File: config.mk
export PLATFORM = sky130hd
export DESIGN_NAME = turbosound_mixer
export DESIGN_NICKNAME = d
export VERILOG_FILES = /design/src/rtl/audio_mixer_pkg.sv /design/src/rtl/sigma_delta_dac.sv /design/src/rtl/turbosound_mixer.sv
export SDC_FILE = /design/constraint.sdc
export NUM_CORES = 1
export LEC_CHECK = 0
export BUFFER_PORTS_ARGS = -buffer_cell sky130_fd_sc_hd__buf_2
export CORE_MARGIN = 2
export CORE_UTILIZATION = 59
export CTS_BUF_LIST = sky130_fd_sc_hd__clkbuf_4 sky130_fd_sc_hd__clkbuf_8
export CTS_CLUSTER_DIAMETER = 100
export DETAILED_ROUTE_END_ITERATION = 12
export PLACE_DENSITY = 0.81
export SYNTH_ARGS = -nofsm -noshare
export SYNTH_HDL_FRONTEND = slang
export SYNTH_SLANG_ARGS = --single-unit
File: constraint.sdc
create_clock -name clk -period 5.9 [get_ports clk]
set_clock_uncertainty 0.1 [all_clocks]
set_input_delay 1.18 -clock clk [delete_from_list [all_inputs] [get_ports clk]]
set_output_delay 1.18 -clock clk [all_outputs]
set_load 0.01 [all_outputs]
File: src/rtl/audio_mixer_pkg.sv
// Shared constants and helpers for the TurboSound audio mixer.
package audio_mixer_pkg;

    localparam int PCM_W = 12;

    typedef enum logic [1:0] {
        MODE_MONO  = 2'b00,
        MODE_ABC   = 2'b01,
        MODE_ACB   = 2'b10,
        MODE_MONO2 = 2'b11
    } stereo_mode_e;

    localparam logic [2:0] SLOT_AY1_A = 3'd0;
    localparam logic [2:0] SLOT_AY1_B = 3'd1;
    localparam logic [2:0] SLOT_AY1_C = 3'd2;
    localparam logic [2:0] SLOT_AY2_A = 3'd3;
    localparam logic [2:0] SLOT_AY2_B = 3'd4;
    localparam logic [2:0] SLOT_AY2_C = 3'd5;
    localparam logic [2:0] SLOT_SPK   = 3'd6;

    localparam logic [1:0] CH_A = 2'd0;
    localparam logic [1:0] CH_B = 2'd1;
    localparam logic [1:0] CH_C = 2'd2;

    localparam int unsigned SPK_W_DEF = 96;
    localparam int unsigned EAR_W_DEF = 32;
    localparam int unsigned MIC_W_DEF = 8;

    function automatic logic [PCM_W-1:0] sat_add(input logic [PCM_W-1:0] a,
                                                 input logic [PCM_W-1:0] b);
        logic [PCM_W:0] s;
        s = {1'b0, a} + {1'b0, b};
        return s[PCM_W] ? '1 : s[PCM_W-1:0];
    endfunction

endpackage

File: src/rtl/sigma_delta_dac.sv
// First-order sigma-delta modulator: output ones density equals pcm / 2**W.
module sigma_delta_dac
    import audio_mixer_pkg::*;
#(
    parameter int W = PCM_W
) (
    input  logic         clk,
    input  logic         reset_n,
    input  logic [W-1:0] pcm,
    output logic         dac_out
);

    logic [W-1:0] acc_q;
    logic [W:0]   sum;

    assign sum = {1'b0, acc_q} + {1'b0, pcm};

    always_ff @(posedge clk or negedge reset_n) begin
        if (!reset_n) begin
            acc_q   <= '0;
            dac_out <= 1'b0;
        end else begin
            acc_q   <= sum[W-1:0];
            dac_out <= sum[W];
        end
    end

endmodule

File: src/rtl/turbosound_mixer.sv
// Time-multiplexed stereo mixer for dual AY + beeper/EAR/MIC, feeding two sigma-delta DACs.
//   state | meaning
//   IDLE  | waiting for clk175en, inputs snapshotted on it
//   ACC   | one slot accumulated per clock, slots 0..6
//   PUB   | accumulators copied to the PCM outputs, strobe pulsed
module turbosound_mixer
    import audio_mixer_pkg::*;
#(
    parameter int unsigned SPK_W = SPK_W_DEF,
    parameter int unsigned EAR_W = EAR_W_DEF,
    parameter int unsigned MIC_W = MIC_W_DEF
) (
    input  logic             clk,
    input  logic             reset_n,
    input  logic             clk175en,
    input  logic [23:0]      ay1_splitted,
    input  logic [23:0]      ay2_splitted,
    input  logic             disable_turboay,
    input  logic             beeper,
    input  logic             ear,
    input  logic             mic,
    input  logic [1:0]       stereo_mode,
    output logic [PCM_W-1:0] left_pcm,
    output logic [PCM_W-1:0] right_pcm,
    output logic             sample_strobe,
    output logic             busy,
    output logic             audio_left,
    output logic             audio_right
);

    typedef enum logic [1:0] {ST_IDLE, ST_ACC, ST_PUB} state_e;

    localparam logic [PCM_W-1:0] SPK_LVL = PCM_W'(SPK_W);
    localparam logic [PCM_W-1:0] EAR_LVL = PCM_W'(EAR_W);
    localparam logic [PCM_W-1:0] MIC_LVL = PCM_W'(MIC_W);

    state_e           state_q, state_d;
    logic [2:0]       slot_q;
    logic [23:0]      ay1_q, ay2_q;
    logic             dis_q, beeper_q, ear_q, mic_q;
    stereo_mode_e     mode_q;
    logic [PCM_W-1:0] acc_l_q, acc_r_q;
    logic [PCM_W-1:0] level, spk_level, add_l, add_r;
    logic [1:0]       chan;

    always_ff @(posedge clk or negedge reset_n) begin
        if (!reset_n) state_q <= ST_IDLE;
        else          state_q <= state_d;
    end

    always_comb begin
        state_d = state_q;
        case (state_q)
            ST_IDLE: if (clk175en) state_d = ST_ACC;
            ST_ACC:  if (slot_q == SLOT_SPK) state_d = ST_PUB;
            ST_PUB:  state_d = ST_IDLE;
            default: state_d = ST_IDLE;
        endcase
    end

    assign busy = (state_q != ST_IDLE);

    always_comb begin
        spk_level = (beeper_q ? SPK_LVL : '0) + (ear_q ? EAR_LVL : '0) + (mic_q ? MIC_LVL : '0);
    end

    always_comb begin
        level = '0;
        chan  = CH_A;
        add_l = '0;
        add_r = '0;
        case (slot_q)
            SLOT_AY1_A: begin level = {4'd0, ay1_q[23:16]}; chan = CH_A; end
            SLOT_AY1_B: begin level = {4'd0, ay1_q[15:8]};  chan = CH_B; end
            SLOT_AY1_C: begin level = {4'd0, ay1_q[7:0]};   chan = CH_C; end
            SLOT_AY2_A: begin level = dis_q ? '0 : {4'd0, ay2_q[23:16]}; chan = CH_A; end
            SLOT_AY2_B: begin level = dis_q ? '0 : {4'd0, ay2_q[15:8]};  chan = CH_B; end
            SLOT_AY2_C: begin level = dis_q ? '0 : {4'd0, ay2_q[7:0]};   chan = CH_C; end
            default:    level = spk_level;
        endcase
        // The speaker slot is centred regardless of stereo mode.
        if (slot_q >= SLOT_SPK) begin
            add_l = level;
            add_r = level;
        end else begin
            case (mode_q)
                MODE_ABC: begin
                    add_l = (chan != CH_C) ? level : '0;
                    add_r = (chan != CH_A) ? level : '0;
                end
                MODE_ACB: begin
                    add_l = (chan != CH_B) ? level : '0;
                    add_r = (chan != CH_A) ? level : '0;
                end
                default: begin
                    add_l = level;
                    add_r = level;
                end
            endcase
        end
    end

    always_ff @(posedge clk or negedge reset_n) begin
        if (!reset_n) begin
            slot_q        <= '0;
            ay1_q         <= '0;
            ay2_q         <= '0;
            dis_q         <= 1'b0;
            beeper_q      <= 1'b0;
            ear_q         <= 1'b0;
            mic_q         <= 1'b0;
            mode_q        <= MODE_MONO;
            acc_l_q       <= '0;
            acc_r_q       <= '0;
            left_pcm      <= '0;
            right_pcm     <= '0;
            sample_strobe <= 1'b0;
        end else begin
            sample_strobe <= (state_q == ST_PUB);
            case (state_q)
                ST_IDLE: if (clk175en) begin
                    ay1_q    <= ay1_splitted;
                    ay2_q    <= ay2_splitted;
                    dis_q    <= disable_turboay;
                    beeper_q <= beeper;
                    ear_q    <= ear;
                    mic_q    <= mic;
                    mode_q   <= stereo_mode_e'(stereo_mode);
                    acc_l_q  <= '0;
                    acc_r_q  <= '0;
                    slot_q   <= '0;
                end
                ST_ACC: begin
                    acc_l_q <= sat_add(acc_l_q, add_l);
                    acc_r_q <= sat_add(acc_r_q, add_r);
                    slot_q  <= slot_q + 3'd1;
                end
                ST_PUB: begin
                    left_pcm  <= acc_l_q;
                    right_pcm <= acc_r_q;
                end
                default: ;
            endcase
        end
    end

    sigma_delta_dac #(.W(PCM_W)) u_dac_left (
        .clk     (clk),
        .reset_n (reset_n),
        .pcm     (left_pcm),
        .dac_out (audio_left)
    );

    sigma_delta_dac #(.W(PCM_W)) u_dac_right (
        .clk     (clk),
        .reset_n (reset_n),
        .pcm     (right_pcm),
        .dac_out (audio_right)
    );

endmodule

==> impl_metrics.csv <==
group,metric,value,unit
clock_tree,clk_latency,460,ps
global_routing,antenna_found_initial,0,
global_routing,grt_pass1_vias,5728,
flow_run,cap_violations,0,
clock_tree,htree_levels,4,
timing,report.final.setup_viol,0,
min_path,hp-class,"flip-flop to flip-flop",
clock_tree,cts_buffers,17,
global_routing,grt_max_degree,74,
pwr,irDropWorstVdd,0.000253,V
die,start_util,60.4,%
timing,tns,0,ps
die,die_x,115,um
synthesis,synth-edff-count,0,
worst_setup_path,crit_fanout,22,
pwr,p_per_area,674,nW/um^2
timing,rsz0062_at_grt,"no",
worst_setup_path,cp-end-kind,"flip-flop",
drt,routedWlPerCell,15.9,um
die,std_cell_rows,40,
die,die_area,13200,sq um
worst_setup_path,cp.required,6150,ps
global_routing,grt_pass1_wl,26900,um
clock_tree,tritoncts,"done",
drt,ant_nets,0,
clock_tree,ctsResizeCount,0,
timing,min_period,4010,ps
global_routing,overflow,0,
layout,syn2layout_area_growth,12.5,%
timing,slew_violations,0,
pwr,power,5.48,mW
placed_design,gp_congestion,0.876,
die,core_area,12000,sq um
layout,insertedDiodeCount,0,
layout,finalInstanceArea,8130,sq um
placed_design,port-buffer-count,84,
synthesis,yosysUniqueCellTypes,66,
drt,drcViolationCount,0,
clock_tree,postCtsSetupBuffers,0,
die,io_pins,85,
placed_design,dp_hpwl,11200,um
clock_tree,hold_buffers,0,
synthesis,ys.flop_type,"dfrtp_1",
worst_setup_path,rr_worst_depth,14,
clock_tree,path_clk_slew,70,ps
synthesis,syn-num-nets,861,
drt,totalWireLength,15700,um
layout,nets,939,
status,status,"finished, final reports clean",
timing,post-route-period-util,68.0,%
timing,fmax,0.249,GHz
placed_design,placed_area,7740,sq um
clock_tree,cts_root_buf,"clkbuf_8",
layout,final_core_util,68.0,%
synthesis,synth_seq_cells,134,
synthesis,yosysSeqAreaShare,46.4,%
timing,final-hold-violation-count,0,
synthesis,synth_top_cell_by_area,"dfrtp_1",
synthesis,ys_warn_count,0,
synthesis,synth_cells,751,
pwr,power_leakage,4.12,nW
synthesis,synth_area_leaders,"dfrtp_1 (46%), nand2_1 (9.8%), ha_1 (8.5%), mux2_2 (3.3%), a21oi_1 (2.4%)",
synthesis,syn_avg_cell_area,9.62,sq um
layout,n_fill_cell,966,
worst_setup_path,cp-start-kind,"flip-flop",
worst_setup_path,arrival,4260,ps
synthesis,async_flop_share,100,%
synthesis,syn-cell-area,7230,sq um
drt,routed-via-count,5726,
placed_design,post-place-ws,2000,ps
synthesis,netlist.area_leader.share,46.4,%
drt,first_iter_violations,362,
timing,worst_slack,1890,ps
layout,drive_gt1_share,18.9,%
drt,drtPass1Iterations,7,
min_path,holdPathStages,1,
drt,post_drt_via_cell_ratio,5.79,
timing,relSlewSlack,24.3,%
timing,holdWs,373,ps
worst_setup_path,crit_type,"flip-flop to flip-flop",
clock_tree,cts_sinks,134,
layout,stdcell_count,989,
timing,worstMarginPinSlew,1140,ps
global_routing,grt_usage,26.0,%
die,die_h,115,um
placed_design,dp.cells,957,
clock_tree,cts_buffer_depth,2,
[worst max-delay path: stages, from the launching register on]
cell and delay, ps:
dfrtp_1 420, inv_1 120, ha_1 730, a32o_1 280, a31oi_1 50, o22a_1 240
nor2_1 110, ha_1 200, inv_1 60, fa_1 410, nor2b_2 140, o31ai_1 130
a31oi_1 460, a21oi_1 140, a311oi_1 310
[routing by layer]
layer  vias to the layer above  global-route usage [%]  wire, um
met1                      2742                    33.8      7100
met2                       157                    41.7      7500
met4                         0                    9.59       352
li1                       2801                       -         -
met3                        26                    7.62       769
met5                         -                       0         0
[area by class of cell]
| type | instances | area, sq um | share of cell area, % |
|---|---|---|---|
| Inverter | 28 | 105 | 1.29 |
| Tap cell | 147 | 184 | 2.26 |
| Clock buffer | 24 | 318 | 3.91 |
| Timing Repair Buffer | 90 | 468 | 5.76 |
| Clock inverter | 8 | 71.3 | 0.877 |
| Sequential cell | 134 | 3350 | 41.2 |
| Multi-Input combinational cell | 558 | 3630 | 44.7 |
[sequential cells by signal, summed over array words and instances, names as in the netlist]
signal / cells
u_dac_right.dac_out: 1
right_pcm: 12
u_dac_right.acc_q: 12
state_q: 2
slot_q: 3
u_dac_left.acc_q: 12
ay2_q: 24
left_pcm: 12
acc_l_q: 12
ay1_q: 24
mic_q: 1
acc_r_q: 12
mode_q: 2
dis_q: 1
u_dac_left.dac_out: 1
sample_strobe: 1
beeper_q: 1
ear_q: 1
[placed cells by master (no fill, tap or decap), drive strengths merged, types with 10 or more instances in the layout]
cell,Yosys,final
a21o,14,14
a21oi,34,34
a31oi,14,14
buf,17,90
clkbuf,14,24
dfrtp,134,134
ha,49,49
inv,28,28
mux2,21,21
nand2,188,188
nand3,10,10
nor2,43,43
o21ai,27,27
xnor2,14,14
[final timing paths]
kind | slack [ps] | startpoint | to
worst min register to register | 370 | u_dac_right.acc_q[0] | u_dac_right.acc_q[0]
worst min-delay path | 370 | u_dac_right.acc_q[0] | u_dac_right.acc_q[0]
worst max-delay path | 1890 | slot_q[1] | acc_r_q[8]
min in group asynchronous | 690 | reset_n | u_dac_right.acc_q[9]
max in group asynchronous | 4010 | reset_n | left_pcm[1]
worst max register to register | 1890 | slot_q[1] | acc_r_q[8]
[power by group]
group	total, mW	switching [mW]	internal, mW
combinational	3.08	1.74	1.33
sequential	1.67	0.303	1.36
clock	0.742	0.347	0.395
[synthesized netlist by cell type (6+ instances only)]
| library cell | number |
|---|---|
| buf_2 | 8 |
| o211ai_1 | 8 |
| a21o_1 | 14 |
| o21a_1 | 7 |
| nor3_1 | 9 |
| mux2i_1 | 7 |
| nand2_1 | 188 |
| xnor2_1 | 14 |
| buf_1 | 7 |
| xor2_1 | 7 |
| a21oi_1 | 34 |
| and3_1 | 7 |
| a31oi_1 | 14 |
| a222oi_1 | 8 |
| o21ai_0 | 25 |
| nor2b_1 | 6 |
| dfrtp_1 | 134 |
| mux2_2 | 21 |
| a211oi_1 | 6 |
| nor2_1 | 43 |
| ha_1 | 49 |
| nand3_1 | 10 |
| clkbuf_1 | 14 |
| inv_1 | 28 |
[cell families after synthesis]
group           synth area share, %
compound gates                 17.0
xor+xnor                       2.55
fa+ha+maj                      9.59
buf+inv                        3.41
flops                          46.4
mux                            4.24
simple gates                   16.8
Power figures use the tool's default switching activity.
